### src/rtl/control_unit_pkg.sv
// Shared types and constants for the instruction-sequencing control unit.
package control_unit_pkg;

  localparam int unsigned IW   = 16;
  localparam int unsigned OPW  = 4;
  localparam int unsigned RAW  = 4;
  localparam int unsigned DAW  = 8;
  localparam int unsigned SW   = 4;
  localparam int unsigned ALUW = 3;

  // Instruction field positions
  localparam int unsigned OP_LSB      = 12;
  localparam int unsigned RA_LSB      = 8;
  localparam int unsigned RB_LSB      = 4;
  localparam int unsigned RD_LSB      = 0;
  localparam int unsigned LD_ADDR_LSB = 4;
  localparam int unsigned ST_ADDR_LSB = 0;

  typedef enum logic [OPW-1:0] {
    OP_NOOP  = 4'h0,
    OP_STORE = 4'h1,
    OP_LOAD  = 4'h2,
    OP_ADD   = 4'h3,
    OP_SUB   = 4'h4,
    OP_HALT  = 4'h5
  } opcode_e;

  typedef enum logic [SW-1:0] {
    S_INIT   = 4'd0,
    S_FETCH  = 4'd1,
    S_DECODE = 4'd2,
    S_LOAD_A = 4'd3,
    S_LOAD_B = 4'd4,
    S_STORE  = 4'd5,
    S_ADD    = 4'd6,
    S_SUB    = 4'd7,
    S_HALT   = 4'd8
  } state_e;

  localparam logic [ALUW-1:0] ALU_PASS = 3'b000;
  localparam logic [ALUW-1:0] ALU_ADD  = 3'b001;
  localparam logic [ALUW-1:0] ALU_SUB  = 3'b010;

  // Extract the opcode field of an instruction word
  function automatic logic [OPW-1:0] get_opcode(input logic [IW-1:0] w);
    return w[OP_LSB +: OPW];
  endfunction

endpackage

### src/rtl/control_unit_if.sv
// Control bus between the control unit, instruction ROM, PC and datapath.
interface control_unit_if
  import control_unit_pkg::*;
();

  logic [IW-1:0]   instr;
  logic            PC_clr;
  logic            PC_up;
  logic [IW-1:0]   IR;
  logic [DAW-1:0]  D_addr;
  logic            D_wr;
  logic            RF_s;
  logic [RAW-1:0]  RF_W_addr;
  logic            RF_W_en;
  logic [RAW-1:0]  RF_Ra_addr;
  logic [RAW-1:0]  RF_Rb_addr;
  logic [ALUW-1:0] ALU_s0;
  logic [SW-1:0]   state;

  modport master (
    input  instr,
    output PC_clr, PC_up, IR, D_addr, D_wr, RF_s, RF_W_addr, RF_W_en,
           RF_Ra_addr, RF_Rb_addr, ALU_s0, state
  );

  modport slave (
    output instr,
    input  PC_clr, PC_up, IR, D_addr, D_wr, RF_s, RF_W_addr, RF_W_en,
           RF_Ra_addr, RF_Rb_addr, ALU_s0, state
  );

endinterface

### src/rtl/control_unit_ir_reg.sv
// Instruction register: synchronous clear, loads on enable.
module control_unit_ir_reg
  import control_unit_pkg::*;
(
  input  logic          Clk,
  input  logic          Clr,
  input  logic          load,
  input  logic [IW-1:0] d,
  output logic [IW-1:0] q
);

  // Clear dominates load
  always_ff @(posedge Clk) begin
    if (Clr)       q <= '0;
    else if (load) q <= d;
  end

endmodule

### src/rtl/control_unit.sv
// Instruction-sequencing FSM: fetch, decode and multi-cycle execute control.
module control_unit
  import control_unit_pkg::*;
(
  input  logic           Clk,
  input  logic           Clr,
  control_unit_if.master bus
);

  state_e          state_q;
  state_e          state_d;
  logic [IW-1:0]   ir_q;
  logic            ir_load;

  logic            pc_clr;
  logic            pc_up;
  logic [DAW-1:0]  d_addr;
  logic            d_wr;
  logic            rf_s;
  logic [RAW-1:0]  rf_w_addr;
  logic            rf_w_en;
  logic [RAW-1:0]  rf_ra_addr;
  logic [RAW-1:0]  rf_rb_addr;
  logic [ALUW-1:0] alu_s0;

  assign ir_load = (state_q == S_FETCH);

  control_unit_ir_reg u_ir_reg (
    .Clk  (Clk),
    .Clr  (Clr),
    .load (ir_load),
    .d    (bus.instr),
    .q    (ir_q)
  );

  // State register; Clr overrides any transition
  always_ff @(posedge Clk) begin
    if (Clr) state_q <= S_INIT;
    else     state_q <= state_d;
  end

  // Next-state logic; DECODE branches on the captured opcode
  always_comb begin
    state_d = state_q;
    case (state_q)
      S_INIT:   state_d = S_FETCH;
      S_FETCH:  state_d = S_DECODE;
      S_DECODE: begin
        case (get_opcode(ir_q))
          OP_LOAD:  state_d = S_LOAD_A;
          OP_STORE: state_d = S_STORE;
          OP_ADD:   state_d = S_ADD;
          OP_SUB:   state_d = S_SUB;
          OP_HALT:  state_d = S_HALT;
          default:  state_d = S_FETCH;
        endcase
      end
      S_LOAD_A: state_d = S_LOAD_B;
      S_LOAD_B: state_d = S_FETCH;
      S_STORE:  state_d = S_FETCH;
      S_ADD:    state_d = S_FETCH;
      S_SUB:    state_d = S_FETCH;
      S_HALT:   state_d = S_HALT;
      default:  state_d = S_INIT;
    endcase
  end

  // Moore output decode from state and IR; unused fields held at zero
  always_comb begin
    pc_clr     = 1'b0;
    pc_up      = 1'b0;
    d_addr     = '0;
    d_wr       = 1'b0;
    rf_s       = 1'b0;
    rf_w_addr  = '0;
    rf_w_en    = 1'b0;
    rf_ra_addr = '0;
    rf_rb_addr = '0;
    alu_s0     = ALU_PASS;
    case (state_q)
      S_INIT:  pc_clr = 1'b1;
      S_FETCH: pc_up  = 1'b1;
      S_LOAD_A, S_LOAD_B: begin
        d_addr    = ir_q[LD_ADDR_LSB +: DAW];
        rf_s      = 1'b1;
        rf_w_addr = ir_q[RD_LSB +: RAW];
        rf_w_en   = (state_q == S_LOAD_B);
      end
      S_STORE: begin
        d_addr     = ir_q[ST_ADDR_LSB +: DAW];
        rf_ra_addr = ir_q[RA_LSB +: RAW];
        d_wr       = 1'b1;
      end
      S_ADD, S_SUB: begin
        rf_ra_addr = ir_q[RA_LSB +: RAW];
        rf_rb_addr = ir_q[RB_LSB +: RAW];
        rf_w_addr  = ir_q[RD_LSB +: RAW];
        rf_w_en    = 1'b1;
        alu_s0     = (state_q == S_ADD) ? ALU_ADD : ALU_SUB;
      end
      default: ;
    endcase
  end

  assign bus.PC_clr     = pc_clr;
  assign bus.PC_up      = pc_up;
  assign bus.IR         = ir_q;
  assign bus.D_addr     = d_addr;
  assign bus.D_wr       = d_wr;
  assign bus.RF_s       = rf_s;
  assign bus.RF_W_addr  = rf_w_addr;
  assign bus.RF_W_en    = rf_w_en;
  assign bus.RF_Ra_addr = rf_ra_addr;
  assign bus.RF_Rb_addr = rf_rb_addr;
  assign bus.ALU_s0     = alu_s0;
  assign bus.state      = state_q;

endmodule

### src/flat_wrapper.sv
// flat-port wrapper written by rule: the top's interface ports become plain ports
module control_unit_flat import control_unit_pkg::*;
  (Clk, Clr, bus_instr, bus_PC_clr, bus_PC_up, bus_IR, bus_D_addr, bus_D_wr, bus_RF_s, bus_RF_W_addr, bus_RF_W_en, bus_RF_Ra_addr, bus_RF_Rb_addr, bus_ALU_s0, bus_state);
  control_unit_if bus_i ();
  input  logic Clk;
  input  logic Clr;
  input wire logic [$bits(bus_i.instr)-1:0] bus_instr;
  output wire logic [$bits(bus_i.PC_clr)-1:0] bus_PC_clr;
  output wire logic [$bits(bus_i.PC_up)-1:0] bus_PC_up;
  output wire logic [$bits(bus_i.IR)-1:0] bus_IR;
  output wire logic [$bits(bus_i.D_addr)-1:0] bus_D_addr;
  output wire logic [$bits(bus_i.D_wr)-1:0] bus_D_wr;
  output wire logic [$bits(bus_i.RF_s)-1:0] bus_RF_s;
  output wire logic [$bits(bus_i.RF_W_addr)-1:0] bus_RF_W_addr;
  output wire logic [$bits(bus_i.RF_W_en)-1:0] bus_RF_W_en;
  output wire logic [$bits(bus_i.RF_Ra_addr)-1:0] bus_RF_Ra_addr;
  output wire logic [$bits(bus_i.RF_Rb_addr)-1:0] bus_RF_Rb_addr;
  output wire logic [$bits(bus_i.ALU_s0)-1:0] bus_ALU_s0;
  output wire logic [$bits(bus_i.state)-1:0] bus_state;
  assign bus_i.instr = bus_instr;
  assign bus_PC_clr = bus_i.PC_clr;
  assign bus_PC_up = bus_i.PC_up;
  assign bus_IR = bus_i.IR;
  assign bus_D_addr = bus_i.D_addr;
  assign bus_D_wr = bus_i.D_wr;
  assign bus_RF_s = bus_i.RF_s;
  assign bus_RF_W_addr = bus_i.RF_W_addr;
  assign bus_RF_W_en = bus_i.RF_W_en;
  assign bus_RF_Ra_addr = bus_i.RF_Ra_addr;
  assign bus_RF_Rb_addr = bus_i.RF_Rb_addr;
  assign bus_ALU_s0 = bus_i.ALU_s0;
  assign bus_state = bus_i.state;
  control_unit u_core (.Clk(Clk), .Clr(Clr), .bus(bus_i));
endmodule
### config.mk
export PLATFORM = sky130hd
export DESIGN_NAME = control_unit_flat
export DESIGN_NICKNAME = d
export VERILOG_FILES = /design/src/rtl/control_unit_pkg.sv /design/src/rtl/control_unit_if.sv /design/src/rtl/control_unit_ir_reg.sv /design/src/rtl/control_unit.sv /design/src/flat_wrapper.sv
export SDC_FILE = /design/constraint.sdc
export NUM_CORES = 1
export LEC_CHECK = 0
export CORE_ASPECT_RATIO = 0.9
export CORE_MARGIN = 4
export CORE_UTILIZATION = 37
export CTS_CLUSTER_DIAMETER = 80
export DETAILED_ROUTE_END_ITERATION = 10
export PLACE_DENSITY = 0.9
export SYNTH_ARGS = -nofsm -noshare
export SYNTH_HDL_FRONTEND = slang
export SYNTH_HIERARCHICAL = 1
export SYNTH_SLANG_ARGS = --single-unit
### constraint.sdc
create_clock -name Clk -period 3.7 [get_ports Clk]
set_input_delay 0.37 -clock Clk [delete_from_list [all_inputs] [get_ports Clk]]
set_output_delay 0.37 -clock Clk [all_outputs]
set_load 0.02 [all_outputs]
==> results of run 1 <==
[final timing paths]
| path | endpoint | depth (start not counted) |
|---|---|---|
| setup / recovery | bus_D_addr[3] | 4 |
| hold reg to reg | u_core/bus.state[2] | 1 |
| setup reg to reg | u_core/u_ir_reg/q[13] | 5 |
| hold / removal | u_core/bus.state[2] | 1 |
[registers in the layout, summed over array words and instances, names as in the netlist]
name               flops
u_core/bus.state       4
u_core/u_ir_reg/q     16
[routing by layer]
metal	vias up	global-route usage [%]
li1	521	-
met4	0	4.22
met3	2	3.82
met2	39	33.8
met1	500	21.0
met5	-	0
[kinds of logic after synthesis]
| logic type | share of synthesized area [%] |
|---|---|
| AOI/OAI and AO/OA | 14.3 |
| xor gates and xnor gates | 0.826 |
| buffers and inverters | 6.37 |
| DFF | 37.7 |
| muxes | 15.1 |
| other | 0.353 |
| and+or+nand+nor | 25.4 |
[placed cells by master, fill, tap and decap left out]
master / netlist / routed
nor2_2: 1 / 2
nor2b_1: 3 / 3
nand2_1: 1 / 1
nor3_1: 2 / 2
clkdlybuf4s50_1: 0 / 64
a22o_1: 8 / 8
dfxtp_1: 20 / 20
buf_4: 1 / 1
o311ai_0: 1 / 1
inv_1: 2 / 2
xnor2_1: 1 / 1
a21boi_0: 1 / 1
nand2b_1: 4 / 4
mux2i_1: 16 / 16
and2_1: 9 / 9
or4b_4: 1 / 1
clkbuf_4: 0 / 3
a2bb2o_1: 1 / 1
and3_1: 5 / 5
nor2_1: 20 / 19
o21ai_0: 2 / 2
a211oi_1: 1 / 1
a21oi_1: 2 / 2
conb_1: 1 / 1
nand3b_1: 1 / 1
nor3b_1: 2 / 2
or2_2: 1 / 1
a2111oi_4: 1 / 1
[worst max-delay path, stage by stage, from the launching register on]
cell and delay, ps:
dfxtp_1 500, nor2b_1 370, a2bb2o_1 410, a22o_1 220
clkdlybuf4s50_1 610
[area by class of cell]
class                      count  area, um2
sequential                    20        400
inverter                       2       7.51
clock buffer                   3       22.5
fill                         250       1020
tap                           40       50.0
multi-input combinational     85        596
timing repair buffer          65        648
[power by group]
| part | total [W] | switching (W) | internal (W) | leakage, nW |
|---|---|---|---|---|
| clock | 0.0000989 | 0.0000612 | 0.0000377 | 0.0138 |
| combinational | 0.000136 | 0.0000646 | 0.0000710 | 0.472 |
| sequential | 0.000251 | 0.0000212 | 0.000229 | 0.164 |
[per-stage QoR]
| stage | hold WS, ps | utilization [%] | cells | total power [W] | area [um2] |
|---|---|---|---|---|---|
| 5_1_grt | 573 | 62.8 | 215 | 0.000505 | 1720 |
| 3_3_place_gp | 511 | 61.9 | 212 | 0.000387 | 1700 |
| 2_1_floorplan | 434 | - | 115 | 0.000328 | 1060 |
| 4_1_cts | 538 | 62.8 | 215 | 0.000488 | 1720 |
| 3_5_place_dp | 511 | 61.9 | 212 | 0.000392 | 1700 |
| 6_report | 540 | 62.8 | 215 | 0.000485 | 1720 |
==> results.md, run 1 <==
* Status: complete, no violations
* Crit path required time at 3330 ps
* First-pass GRT wire length at around 5.4 mm
* Hold_sp: u_core/u_ir_reg/q[15]
* Initial DRC Count at 36
* Worst-margin pin slew at around 760 ps
* Top Layer Used: met4
* Syn_nets at ~130
* Arrival time of the worst setup path at about 2400 ps
* HPWL after detailed placement at 2.61 mm
* Initial core utilization at 38.6%
* Crit end category: primary output
* Die span in x at 64.4 um
* DR WL met3 at ~200 um
* Hold Crit Class: reg2reg
* Initial antenna violation count at 0
* Synth Cell Area at about 1100 um2
* Setup TNS at 0 ps
* Post-CTS sizing at 0
* CTS Hold Buffers Added at 0
* Met2 wire length at approximately 1.7 mm
* Mapped Cells at ~120
* Crit-path max FO at 9
* Final Hold Viols at 0
* Clock Path Buffers at 2
* Top cells by area, synth: dfxtp_1, mux2i_1, nor2_1
* Core area at 2750 um2
* Post-synth EDFFs at 0
* Largest net degree at the start of global routing at 20
* Largest area contributor in the netlist: dfxtp_1
* CP startpoint: u_core/bus.state[2]
* Avg Inst Size Synth at between 9 and 10 um2
* Clk sink count at 20
* Drt pass-1 iters at 4
* Vias in the first global route at ~1100
* #FFs+latches synth at 20
* Dpl ws at between 1000 and 1500 ps
* R2r startpoint: u_core/bus.state[0]
* Async SR Flop Fraction at 0%
* Drt total wl at 3.26 mm
* DRT met1 WL at about 1.3 mm
* Die area at about 3800 um2
* Total congestion overflow at 0
* Fmax at 360 MHz
* Synth top cells by count: dfxtp_1, nor2_1, mux2i_1
* # diodes at 0
* Fraction of layout cells with a size suffix above 1 at under 10%
* Leak at ~0.65 nW
* Top Ports at 66
* Clock buffer count from CTS at 3
* Chip Height at slightly below 60 um
* Flop-to-flop setup slack at 2040 ps
* Synth warnings at 6
* Root buffer cell: clkbuf_4
* DR vias/cell at about 5
* H-Tree Depth at 1
* # rows at 18
* TritonCTS clock tree: done
* # DRC at 0
* Startpoint types: register
* Port Buffers at 64
* Worst-path clk slew at ~110 ps
* Final min period at roughly 2800 ps
* Nets at around 200
* PwrDens at approximately 280 nW/um2
* DR vias at ~1100
* Antenna Nets Post-Route at 0
* Clk_lat worst skew at around 290 ps
* Setup ws final at slightly above 900 ps
* CP Class: reg2out
* Main flop type after synthesis: dfxtp_1
* RSZ-0062 raised after global routing: no
* Final Skew at approximately 10 ps
* Final Cycle Share at about three quarters
* Max Transition Viols Final at 0
* Register area share after synthesis at approximately 38%
* Synth cell types at 31
* # setup viols final at 0
* Max-cap violations at 0
* Slew HR at around 50%
* Area Growth Syn to Fin at 62.5%
* Total setup buffers inserted after CTS at 0
* Post-DR wirelength/cell at roughly 15 um
* VDD IR-drop max at 0.168 mV
* GRT Overall Usage at between 10% and 20%
* Final GP Congestion at a little under 0.8
* Post-synth top area share at between 30 and 40%
(Power assumes the default switching activity.)
==> run 2, diff against run 1 <==
--- a/config.mk
+++ b/config.mk
@@ -7,10 +7,10 @@
 export LEC_CHECK = 0
 export CORE_ASPECT_RATIO = 0.9
 export CORE_MARGIN = 4
-export CORE_UTILIZATION = 37
+export CORE_UTILIZATION = 36
 export CTS_CLUSTER_DIAMETER = 80
 export DETAILED_ROUTE_END_ITERATION = 10
-export PLACE_DENSITY = 0.9
+export PLACE_DENSITY = 0.88
 export SYNTH_ARGS = -nofsm -noshare
 export SYNTH_HDL_FRONTEND = slang
 export SYNTH_HIERARCHICAL = 1
==> constraint.sdc (replaced) <==
create_clock -name Clk -period 2.7 [get_ports Clk]
set_input_delay 0.27 -clock Clk [delete_from_list [all_inputs] [get_ports Clk]]
set_output_delay 0.27 -clock Clk [all_outputs]
set_load 0.02 [all_outputs]
==> run 2 against run 1 <==
Register-to-register slack worse by 1000 ps; utilization fell by 0.071 points; first-iteration DRC count is 69% higher; flip-flop and latch count did not move; clock power grew 79%; combinational power is 38% higher; clock skew is 7.7 ps lower; worst hold slack improved by 10 ps; sequential power rose by 37%.
==> results.md, run 2 (synthesis gave the netlist of run 1 again) <==
* Status: complete, no violations
* DR vias/cell at 5.18 (+4.8%)
* RSZ-0062 raised after global routing: no
* Total congestion overflow at 0 (unchanged)
* Final Skew at 2.46 ps (-7.68 ps)
* Design area at 1750 um2 (+1.5%)
* Placed cell area at 1710 um2 (+0.44%)
* Cell family with most CP delay: buffers and inverters
* Register with the most flip-flops: u_core/u_ir_reg/q
* Final min period at approximately 2500 ps
* Leak at 0.661 nW (+1.7%)
* Die area at 3880 um2 (+2.4%)
* Clock Path Buffers at 2 (unchanged)
* Antenna Nets Post-Route at 0 (unchanged)
* Initial DRC Count at 61 (+69%)
* TritonCTS clock tree: done
* First-pass GRT wire length at 5.35 mm (-0.13%)
* # rows at 18 (unchanged)
* # DRC at 0 (unchanged)
* Area Growth Syn to Fin at 65.0%
* PwrDens at 405 nW/um2 (+44%)
* GRT Overall Usage at 18.3% (+0.33 points)
* Critical path cell sequence: nand2b_1 > nor2_2 > a22o_1 > clkdlybuf4s50_1
* Clk_lat worst skew at 300 ps (about the same)
* CTS Hold Buffers Added at 0 (unchanged)
* Port Buffers at 64 (unchanged)
* Drt total wl at 3.50 mm (+7.3%)
* Final GP Congestion at 0.768 (-3.1%)
* CP Class: reg2out
* H-Tree Depth at 1 (unchanged)
* Most common library cell in the layout ignoring fill and taps: clkdlybuf4s50_1
* Clock buffer count from CTS at 3 (unchanged)
* Post-Route Utilization at 62.7% (-0.071 points)
* Final Hold Viols at 0 (unchanged)
* Final Cycle Share at between 90% and 100%
* Nets at 196 (+0.51%)
* Die span in x at 65.2 um (+1.2%)
* Fmax at roughly 400 MHz
* Startpoint types: register
* Initial antenna violation count at 0 (unchanged)
* # diodes at 0 (unchanged)
* Max Transition Viols Final at 0 (unchanged)
* Arrival time of the worst setup path at 2250 ps (-150 ps)
* Chip Height at 59.5 um (+1.2%)
* Top Ports at 66 (unchanged)
* Core area at 2790 um2 (+1.6%)
* Max-cap violations at 0 (unchanged)
* VDD IR-drop max at 0.216 mV (+29%)
* Worst-path clk slew at 110 ps (about the same)
* Layout Cells excl Fill at 217 (+0.93%)
* DR vias at 1123 (+5.7%)
* Crit-path max cell delay at 620 ps (about the same)
* Crit-path max FO at 10 (+1)
* Most frequent cells in the layout: clkdlybuf4s50_1, nor2_1, dfxtp_1
* Largest net degree at the start of global routing at 17 (-15%)
* Total power at 0.000710 W (+46%)
* Crit end category: primary output
* Crit path required time at 2430 ps (-900 ps)
* Drt pass-1 iters at 5 (+1)
* CP Buf/Inv Count at 1 (unchanged)
* Dpl cells at 213 (+0.47%)
* Setup TNS at 0 ps (unchanged)
* Initial core utilization at 38.0% (-0.62 points)
* HPWL after detailed placement at 2.72 mm (+4.4%)
* Largest register FFs at 16 (unchanged)
* Fraction of layout cells with a size suffix above 1 at 7.91% (+2.8 points)
* Vias in the first global route at 1058 (-1.3%)
* # setup viols final at 0 (unchanged)
* Root buffer cell: clkbuf_4
* Hold Crit Class: reg2reg
* Post-DR wirelength/cell at 16.1 um (+6.3%)
* Critical path's slowest cell: clkdlybuf4s50_1
* Clk sink count at 20 (unchanged)
[run 2: changes by cell type in the layout (fill, tap and decap cells not counted)]
cell	before	now
buf_4	1	2
a2bb2o_1	1	0
dfxtp_2	0	1
a2bb2o_2	0	1
clkbuf_8	0	1
nor2b_2	0	1
dfxtp_1	20	19
nor2b_1	3	2
[run 2: repair_timing]
item,in CTS,in global routing
buffers inserted,0,0
resized for setup,0,3
endpoints found under the setup margin,0,8
[run 2: metal layers]
metal / vias to the layer above / wire [um] / track usage [%]
met2: 65 / 1850 / 33.0
li1: 523 / - / -
met1: 529 / 1320 / 20.2
met3: 6 / 276 / 4.17
met5: - / 0 / 0
met4: 0 / 59 / 9.47
[run 2: cell type report]
cell class / instances / area, um2
Multi-Input combinational cell: 85 / 599
Sequential cell: 20 / 402
Fill cell: 261 / 1040
Clock buffer: 4 / 36.3
Timing Repair Buffer: 66 / 656
Tap cell: 40 / 50.0
Inverter: 2 / 7.51
[run 2: worst register-to-register path, delay by kind of cell, from the launching register on]
family / cells / cell delay [ps]
and+or+nand+nor: 3 / 410
muxes: 1 / 280
DFF: 1 / 580
buffers and inverters: 1 / 300
[run 2: power breakdown]
group | switching [W] | internal, W
registers | 0.0000298 | 0.000315
logic | 0.0000897 | 0.0000986
clock network | 0.0000946 | 0.0000823
[run 2: path summary, 6_finish.rpt]
check	depth (start not counted)	endpoint	slack, ps	startpoint
hold / removal	1	u_core/bus.state[2]	550	u_core/u_ir_reg/q[15]
setup / recovery	4	bus_D_addr[1]	180	u_core/bus.state[0]
hold reg to reg	1	u_core/bus.state[2]	550	u_core/u_ir_reg/q[15]
setup reg to reg	5	u_core/u_ir_reg/q[5]	1040	u_core/bus.state[0]
[run 2: per-stage QoR]
stage / hold WS, ps / setup slack, ps
after detailed placement: 525 / 391
after floorplan: 334 / 774
after global routing: 574 / 26.6
final: 551 / 179
after global placement: 525 / 474
after CTS: 552 / 32.0
==> run 3, diff against run 2 <==
--- a/config.mk
+++ b/config.mk
@@ -11,6 +11,7 @@
 export CTS_CLUSTER_DIAMETER = 80
 export DETAILED_ROUTE_END_ITERATION = 10
 export PLACE_DENSITY = 0.88
+export SLEW_MARGIN = 0
 export SYNTH_ARGS = -nofsm -noshare
 export SYNTH_HDL_FRONTEND = slang
 export SYNTH_HIERARCHICAL = 1
==> results of run 3 <==
Same layout as run 2: the final DEF is identical, and so are final timing and power.
